==> config.mk <==
export PLATFORM = sky130hd
export DESIGN_NAME = cblock_param
export DESIGN_NICKNAME = d
export VERILOG_FILES = /design/src/rtl/cblock_pkg.sv /design/src/rtl/cblock_cfg_loader.sv /design/src/rtl/cblock_param.sv
export SDC_FILE = /design/constraint.sdc
export NUM_CORES = 1
export LEC_CHECK = 0
export ABC_AREA = 0
export BUFFER_PORTS_ARGS = -buffer_cell sky130_fd_sc_hd__buf_4
export CAP_MARGIN = 40
export CORE_MARGIN = 2
export CORE_UTILIZATION = 30
export CTS_BUF_LIST = sky130_fd_sc_hd__clkbuf_8 sky130_fd_sc_hd__clkbuf_16
export DETAILED_ROUTE_END_ITERATION = 12
export SKIP_LAST_GASP = 1
export SLEW_MARGIN = 20
export SYNTH_ARGS = -nofsm -noshare
export SYNTH_HDL_FRONTEND = slang
export SYNTH_SLANG_ARGS = --single-unit
==> constraint.sdc <==
create_clock -name clk_i -period 2.85 [get_ports clk_i]
set_input_delay 0.1425 -clock clk_i [delete_from_list [all_inputs] [get_ports clk_i]]
set_output_delay 0.1425 -clock clk_i [all_outputs]
set_load 0.01 [all_outputs]
==> src/rtl/cblock_pkg.sv <==
// Shared definitions for the parametrised connection block: per-track field
// layout, configuration width helper and the serial loader state encoding.
package cblock_pkg;

    localparam int PASS    = 0;
    localparam int UP2T    = 1;
    localparam int DOWN2T  = 2;
    localparam int T2UP    = 3;
    localparam int T2DOWN  = 4;
    localparam int REG     = 5;
    localparam int FIELD_W = 6;

    // Per-track fields plus the two vertical pass bits.
    function automatic int cfg_width(input int w);
        return FIELD_W * w + 2;
    endfunction

    typedef enum logic [1:0] {
        IDLE,
        SHIFT,
        COMMIT
    } cfg_state_e;

endpackage

==> src/rtl/cblock_cfg_loader.sv <==
// Serial configuration loader: shifts bits LSB-first into a shadow register
// and raises a one-cycle commit strobe once a full word has been accepted.
module cblock_cfg_loader
    import cblock_pkg::*;
#(
    parameter int CFG_W = 20
)
(
    input  logic             clk_i,
    input  logic             reset_i,
    input  logic             cfg_start_i,
    input  logic             cfg_valid_i,
    input  logic             cfg_bit_i,
    output logic             cfg_ready_o,
    output logic             commit_o,
    output logic [CFG_W-1:0] shadow_o
);

    localparam int CNT_W = $clog2(CFG_W + 1);
    localparam logic [CNT_W-1:0] LAST = CNT_W'(CFG_W - 1);

    cfg_state_e       state_q;
    cfg_state_e       state_d;
    logic [CNT_W-1:0] count_q;
    logic [CFG_W-1:0] shadow_q;
    logic             accept;

    // A restart request in SHIFT takes precedence over a bit in the same cycle.
    assign accept   = (state_q == SHIFT) && cfg_valid_i && !cfg_start_i;
    assign shadow_o = shadow_q;

    always_ff @(posedge clk_i) begin
        if (reset_i) begin
            state_q  <= IDLE;
            count_q  <= '0;
            shadow_q <= '0;
        end else begin
            state_q <= state_d;
            if ((state_q != COMMIT) && cfg_start_i) begin
                count_q <= '0;
            end else if (accept) begin
                count_q <= count_q + 1'b1;
            end
            if (accept) begin
                shadow_q <= {cfg_bit_i, shadow_q[CFG_W-1:1]};
            end
        end
    end

    always_comb begin
        state_d     = state_q;
        cfg_ready_o = 1'b0;
        commit_o    = 1'b0;
        case (state_q)
            IDLE: begin
                if (cfg_start_i) begin
                    state_d = SHIFT;
                end
            end
            SHIFT: begin
                cfg_ready_o = 1'b1;
                if (accept && (count_q == LAST)) begin
                    state_d = COMMIT;
                end
            end
            COMMIT: begin
                commit_o = 1'b1;
                state_d  = IDLE;
            end
            default: begin
                state_d = IDLE;
            end
        endcase
    end

endmodule

==> src/rtl/cblock_param.sv <==
// W-track connection block: active configuration register, conflict check,
// prioritised routing muxes and optional per-track output registers.
module cblock_param
    import cblock_pkg::*;
#(
    parameter int W = 3
)
(
    input  logic         clk_i,
    input  logic         reset_i,
    input  logic         cfg_start_i,
    input  logic         cfg_valid_i,
    input  logic         cfg_bit_i,
    output logic         cfg_ready_o,
    output logic         cfg_done_o,
    output logic         cfg_err_o,
    input  logic [W-1:0] left_i,
    output logic [W-1:0] right_o,
    output logic [W-1:0] right_oe_o,
    input  logic         up_i,
    output logic         up_o,
    output logic         up_oe_o,
    input  logic         down_i,
    output logic         down_o,
    output logic         down_oe_o
);

    localparam int CFG_W  = cfg_width(W);
    localparam int V_UP   = FIELD_W * W;
    localparam int V_DOWN = FIELD_W * W + 1;

    logic [CFG_W-1:0] shadow;
    logic             commit;
    logic [CFG_W-1:0] active_q;
    logic             err_q;
    logic [W-1:0]     comb_val;
    logic [W-1:0]     comb_oe;
    logic [W-1:0]     reg_sel;
    logic [W-1:0]     reg_val_q;
    logic [W-1:0]     reg_oe_q;
    logic             up_val;
    logic             up_en;
    logic             down_val;
    logic             down_en;

    cblock_cfg_loader #(
        .CFG_W (CFG_W)
    ) u_loader (
        .clk_i       (clk_i),
        .reset_i     (reset_i),
        .cfg_start_i (cfg_start_i),
        .cfg_valid_i (cfg_valid_i),
        .cfg_bit_i   (cfg_bit_i),
        .cfg_ready_o (cfg_ready_o),
        .commit_o    (commit),
        .shadow_o    (shadow)
    );

    // Conflicts are judged on the word about to become active, so the flag
    // changes in lockstep with the routing it describes.
    function automatic logic has_conflict(input logic [CFG_W-1:0] c);
        int   up_n;
        int   down_n;
        logic bad;
        logic p;
        logic u;
        logic d;
        bad    = 1'b0;
        up_n   = c[V_UP]   ? 1 : 0;
        down_n = c[V_DOWN] ? 1 : 0;
        for (int t = 0; t < W; t++) begin
            p = c[FIELD_W*t + PASS];
            u = c[FIELD_W*t + UP2T];
            d = c[FIELD_W*t + DOWN2T];
            if ((p & u) | (p & d) | (u & d)) bad = 1'b1;
            if (c[FIELD_W*t + REG] && !(p | u | d)) bad = 1'b1;
            if (c[FIELD_W*t + T2UP])   up_n   = up_n + 1;
            if (c[FIELD_W*t + T2DOWN]) down_n = down_n + 1;
        end
        return bad || (up_n > 1) || (down_n > 1);
    endfunction

    always_ff @(posedge clk_i) begin
        if (reset_i) begin
            active_q  <= '0;
            err_q     <= 1'b0;
            reg_val_q <= '0;
            reg_oe_q  <= '0;
        end else begin
            if (commit) begin
                active_q <= shadow;
                err_q    <= has_conflict(shadow);
            end
            reg_val_q <= comb_val;
            reg_oe_q  <= comb_oe;
        end
    end

    always_comb begin
        comb_val = '0;
        comb_oe  = '0;
        reg_sel  = '0;
        for (int t = 0; t < W; t++) begin
            if (active_q[FIELD_W*t + PASS]) begin
                comb_val[t] = left_i[t];
            end else if (active_q[FIELD_W*t + UP2T]) begin
                comb_val[t] = up_i;
            end else if (active_q[FIELD_W*t + DOWN2T]) begin
                comb_val[t] = down_i;
            end
            comb_oe[t] = active_q[FIELD_W*t + PASS] | active_q[FIELD_W*t + UP2T]
                       | active_q[FIELD_W*t + DOWN2T];
            reg_sel[t] = active_q[FIELD_W*t + REG];
        end
    end

    // Vertical pass wins; otherwise the lowest-index tapping track drives.
    always_comb begin
        up_val   = 1'b0;
        up_en    = 1'b0;
        down_val = 1'b0;
        down_en  = 1'b0;
        if (active_q[V_UP]) begin
            up_val = down_i;
            up_en  = 1'b1;
        end
        if (active_q[V_DOWN]) begin
            down_val = up_i;
            down_en  = 1'b1;
        end
        for (int t = 0; t < W; t++) begin
            if (!up_en && active_q[FIELD_W*t + T2UP]) begin
                up_val = left_i[t];
                up_en  = 1'b1;
            end
            if (!down_en && active_q[FIELD_W*t + T2DOWN]) begin
                down_val = left_i[t];
                down_en  = 1'b1;
            end
        end
    end

    assign right_o    = (reg_sel & reg_val_q) | (~reg_sel & comb_val);
    assign right_oe_o = (reg_sel & reg_oe_q)  | (~reg_sel & comb_oe);
    assign up_o       = up_val;
    assign up_oe_o    = up_en;
    assign down_o     = down_val;
    assign down_oe_o  = down_en;
    assign cfg_done_o = commit;
    assign cfg_err_o  = err_q;

endmodule

==> qor.csv <==
stage;metric;value;unit
status;status;complete, no violations;
worst_hold_path;Worst Hold Launch;cfg_bit_i;
setup_path;Setup CP Type;reg -> reg;
floorplan;num ports;23;
synth;number of enable flip-flop cells after synthesis;0;
global_route;GRT Total Usage;12.0;%
floorplan;Die Span Y;93.0;µm
cts;clk slew on worst S/H paths;0.10;ns
timing;RSZ-0062 raised after global routing;no;
synth;syn_nets;321;
floorplan;Die ar.;8650;µm²
cts;CTS tree;yes;
cts;Root Buffer;clkbuf_8;
global_route;gr ovfl total;0;
pwr;Pwr per Cell Area;488;nW/µm²
synth;Mapped Cells;302;
synth;Most used DFF post-synth;dfxtp_1;
synth;Synth cell types;34;
setup_path;critical path arrival;2.37;ns
routing;final wirelength;5.06;mm
setup_path;R2R Setup Slk;0.67;ns
synth;top post-synthesis cells by count;94 x nand2_1, 54 x dfxtp_1, 52 x a21oi_1;
setup_path;Reg-to-Reg Start;u_loader.shadow_o[4];
timing;setup TNS;0;ns
routing;via-per-instance ratio;4.68;
routing;DR vias;1971;
setup_path;most used cell, CP;ha_1;
worst_hold_path;hold path depth;3;
setup_path;WP data required;3.04;ns
setup_path;slowest CP cell;dfxtp_1;
cts;Post-CTS Hold Buffers;0;
place;placed inst area;2630;µm²
global_route;first-pass GRT wire length;8.37;mm
cts;post-cts resize count;0;
synth;dominant cell by count in the synthesized netlist;nand2_1;
synth;Ys Warns;0;
setup_path;largest fanout on the critical path;6;
cells_and_area;fin area;2750;µm²
timing;fmax;459;MHz
routing;DR iter-0 viols;120;
place;Final GP Congestion;0.784;
timing;final hold violations;0;
floorplan;row cnt;32;
synth;Avg Inst Size Synth;7.87;µm²
cells_and_area;Final nets;337;
cells_and_area;P&R area growth vs syn;15.9;%
setup_path;FF-to-FF End;cfg_err_o;
cells_and_area;final design utilization;35.8;%
place;IO buf count;22;
routing;WL/cell;12.0;µm
routing;First-pass DRT Iterations;5;
pwr;leakage;0.963;nW
synth;synthesized area;2380;µm²
setup_path;CP startpoint kind;flop;
global_route;initial antenna violation count;0;
synth;Async SR Flop Fraction;0;%
cells_and_area;# diodes;0;
floorplan;Die Width;93.0;µm
setup_path;Worst Reg-to-Reg Cells;8;
place;DP Cell Count;413;
synth;sequential area share after synthesis;45.5;%
synth;Yosys top cell by area;dfxtp_1;
synth;synth top area cells;dfxtp_1 45%, nand2_1 15%, a21oi_1 11%;
timing;Hold Worst Slack;0.0890;ns
cts;clk sinks;54;
timing;Setup Viol. Count Final;0;
run;total of max-cap violations;0;
cts;CTS Buf Count;5;
timing;slew margin rel.;45.1;%
routing;# DRC;0;
pwr;peak supply drop;0.000209;V
routing;post-route ant nets;0;
timing;Tightest Pin Transition;0.821;ns
floorplan;Initial Utilization;30.9;%
setup_path;CP Buf/Inv Count;1;
timing;fin crit period;2.18;ns
floorplan;total core area;7690;µm²
synth;share of the synthesized area in the top cell type;45.5;%
setup_path;family with the most delay on the worst path;compound AO/OA/AOI/OAI gates;
cts;Max Root-Sink Buffers;2;
place;Final HPWL DP;3.52;mm
timing;Final Skew;0.0109;ns
setup_path;crit path cell chain;inv_1 -> ha_1 -> xor2_1 -> ha_1 -> a222oi_1 -> nand3_1 -> a2111oi_2 -> a31oi_1;
cells_and_area;fin cells;421;
timing;final period utilization;76.4;%
cts;CTS H-tree depth;2;
timing;Max Slew Vio Count;0;
setup_path;CP max stage delay;0.45;ns
worst_hold_path;hold path endpoint;u_loader.shadow_o[19];
global_route;vias in the first global route;1744;
global_route;largest net degree at the start of global routing;51;
cts;postcts setup bufs;0;
worst_hold_path;HP Class;in -> reg;
synth;Yosys reg bits;54;
setup_path;CP Capture Type;flop;
cells_and_area;layout cells sized above 1;11.3;%
cts;Skew-Pair Late Insertion Delay;0.31;ns
==> power by group <==
part	total [W]	switching (W)	internal, W
combinational	0.0000440	0.0000280	0.0000160
clock	0.000542	0.000253	0.000289
sequential	0.000757	0.00000188	0.000756
total	0.00134	0.000283	0.00106
==> worst min-delay path, cell delays in order <==
cell and delay, ns:
buf_4 0.11, nand2_1 0.04, a21oi_1 0.05
==> flip-flops by register name, indices dropped and copies added (netlist names) <==
register	cells
u_loader.shadow_o	20
u_loader.state_q	2
active_q	20
cfg_err_o	1
reg_oe_q	3
reg_val_q	3
u_loader.count_q	5
==> worst max path at each step <==
stage | startpoint | to | slack (ns) | cells after the start
floorplan | u_loader.shadow_o[4] | cfg_err_o | 0.85 | 8
global placement | u_loader.shadow_o[4] | cfg_err_o | 0.78 | 8
detailed placement | u_loader.shadow_o[4] | cfg_err_o | 0.70 | 8
CTS | u_loader.shadow_o[4] | cfg_err_o | 0.67 | 8
global route | u_loader.shadow_o[4] | cfg_err_o | 0.48 | 8
finish | u_loader.shadow_o[4] | cfg_err_o | 0.67 | 8
==> cells in the final DEF, fill, tap and decap left out, types with 3 or more instances in the layout <==
cell type and n:
ha_1 9, nand3b_1 6, clkbuf_8 6, inv_1 10
a21oi_1 52, dfxtp_1 54, or4b_1 3, nand2_1 94
o21ai_0 11, nor3_1 4, mux2i_1 5, nand4_1 4
nor2_1 11, buf_4 24, xor2_1 5
==> logic make-up (layout without fill, tap and decap cells) <==
kind of cell             Yosys count  after routing  share of synthesized area [%]
AO/OA/AOI/OAI                     70             70                           16.0
buffers and inverters             25             42                           4.42
flip-flops                        54             54                           45.5
AND/OR/NAND/NOR                  132            132                           24.5
multiplexers                       6              6                           2.58
adder cells (fa/ha/maj)            9              9                           4.74
XOR/XNOR                           6              6                           2.21
==> stage by stage <==
| step | power [W] | worst slack (ns) |
|---|---|---|
| after floorplan | 0.000799 | 0.854 |
| after global placement | 0.000819 | 0.781 |
| after detailed placement | 0.000819 | 0.696 |
| after CTS | 0.00136 | 0.673 |
| after global routing | 0.00139 | 0.477 |
| final | 0.00134 | 0.672 |
==> routing by layer <==
layer	vias to the layer above	track usage (%)	part of all wire [%]
met3	6	3.22	4.9
met5	-	0	0
li1	1046	-	-
met4	0	2.57	0.81
met2	35	19.1	45
met1	884	16.3	50
==> layout make-up <==
class,instances,area [µm²]
Sequential cell,54,1080
Timing Repair Buffer,24,180
Inverter,10,37.5
Clock inverter,2,38.8
Fill cell,831,4930
Clock buffer,6,82.6
Tap cell,102,128
Multi-Input combinational cell,223,1200
No activity file was read; power rests on OpenSTA's default activity.
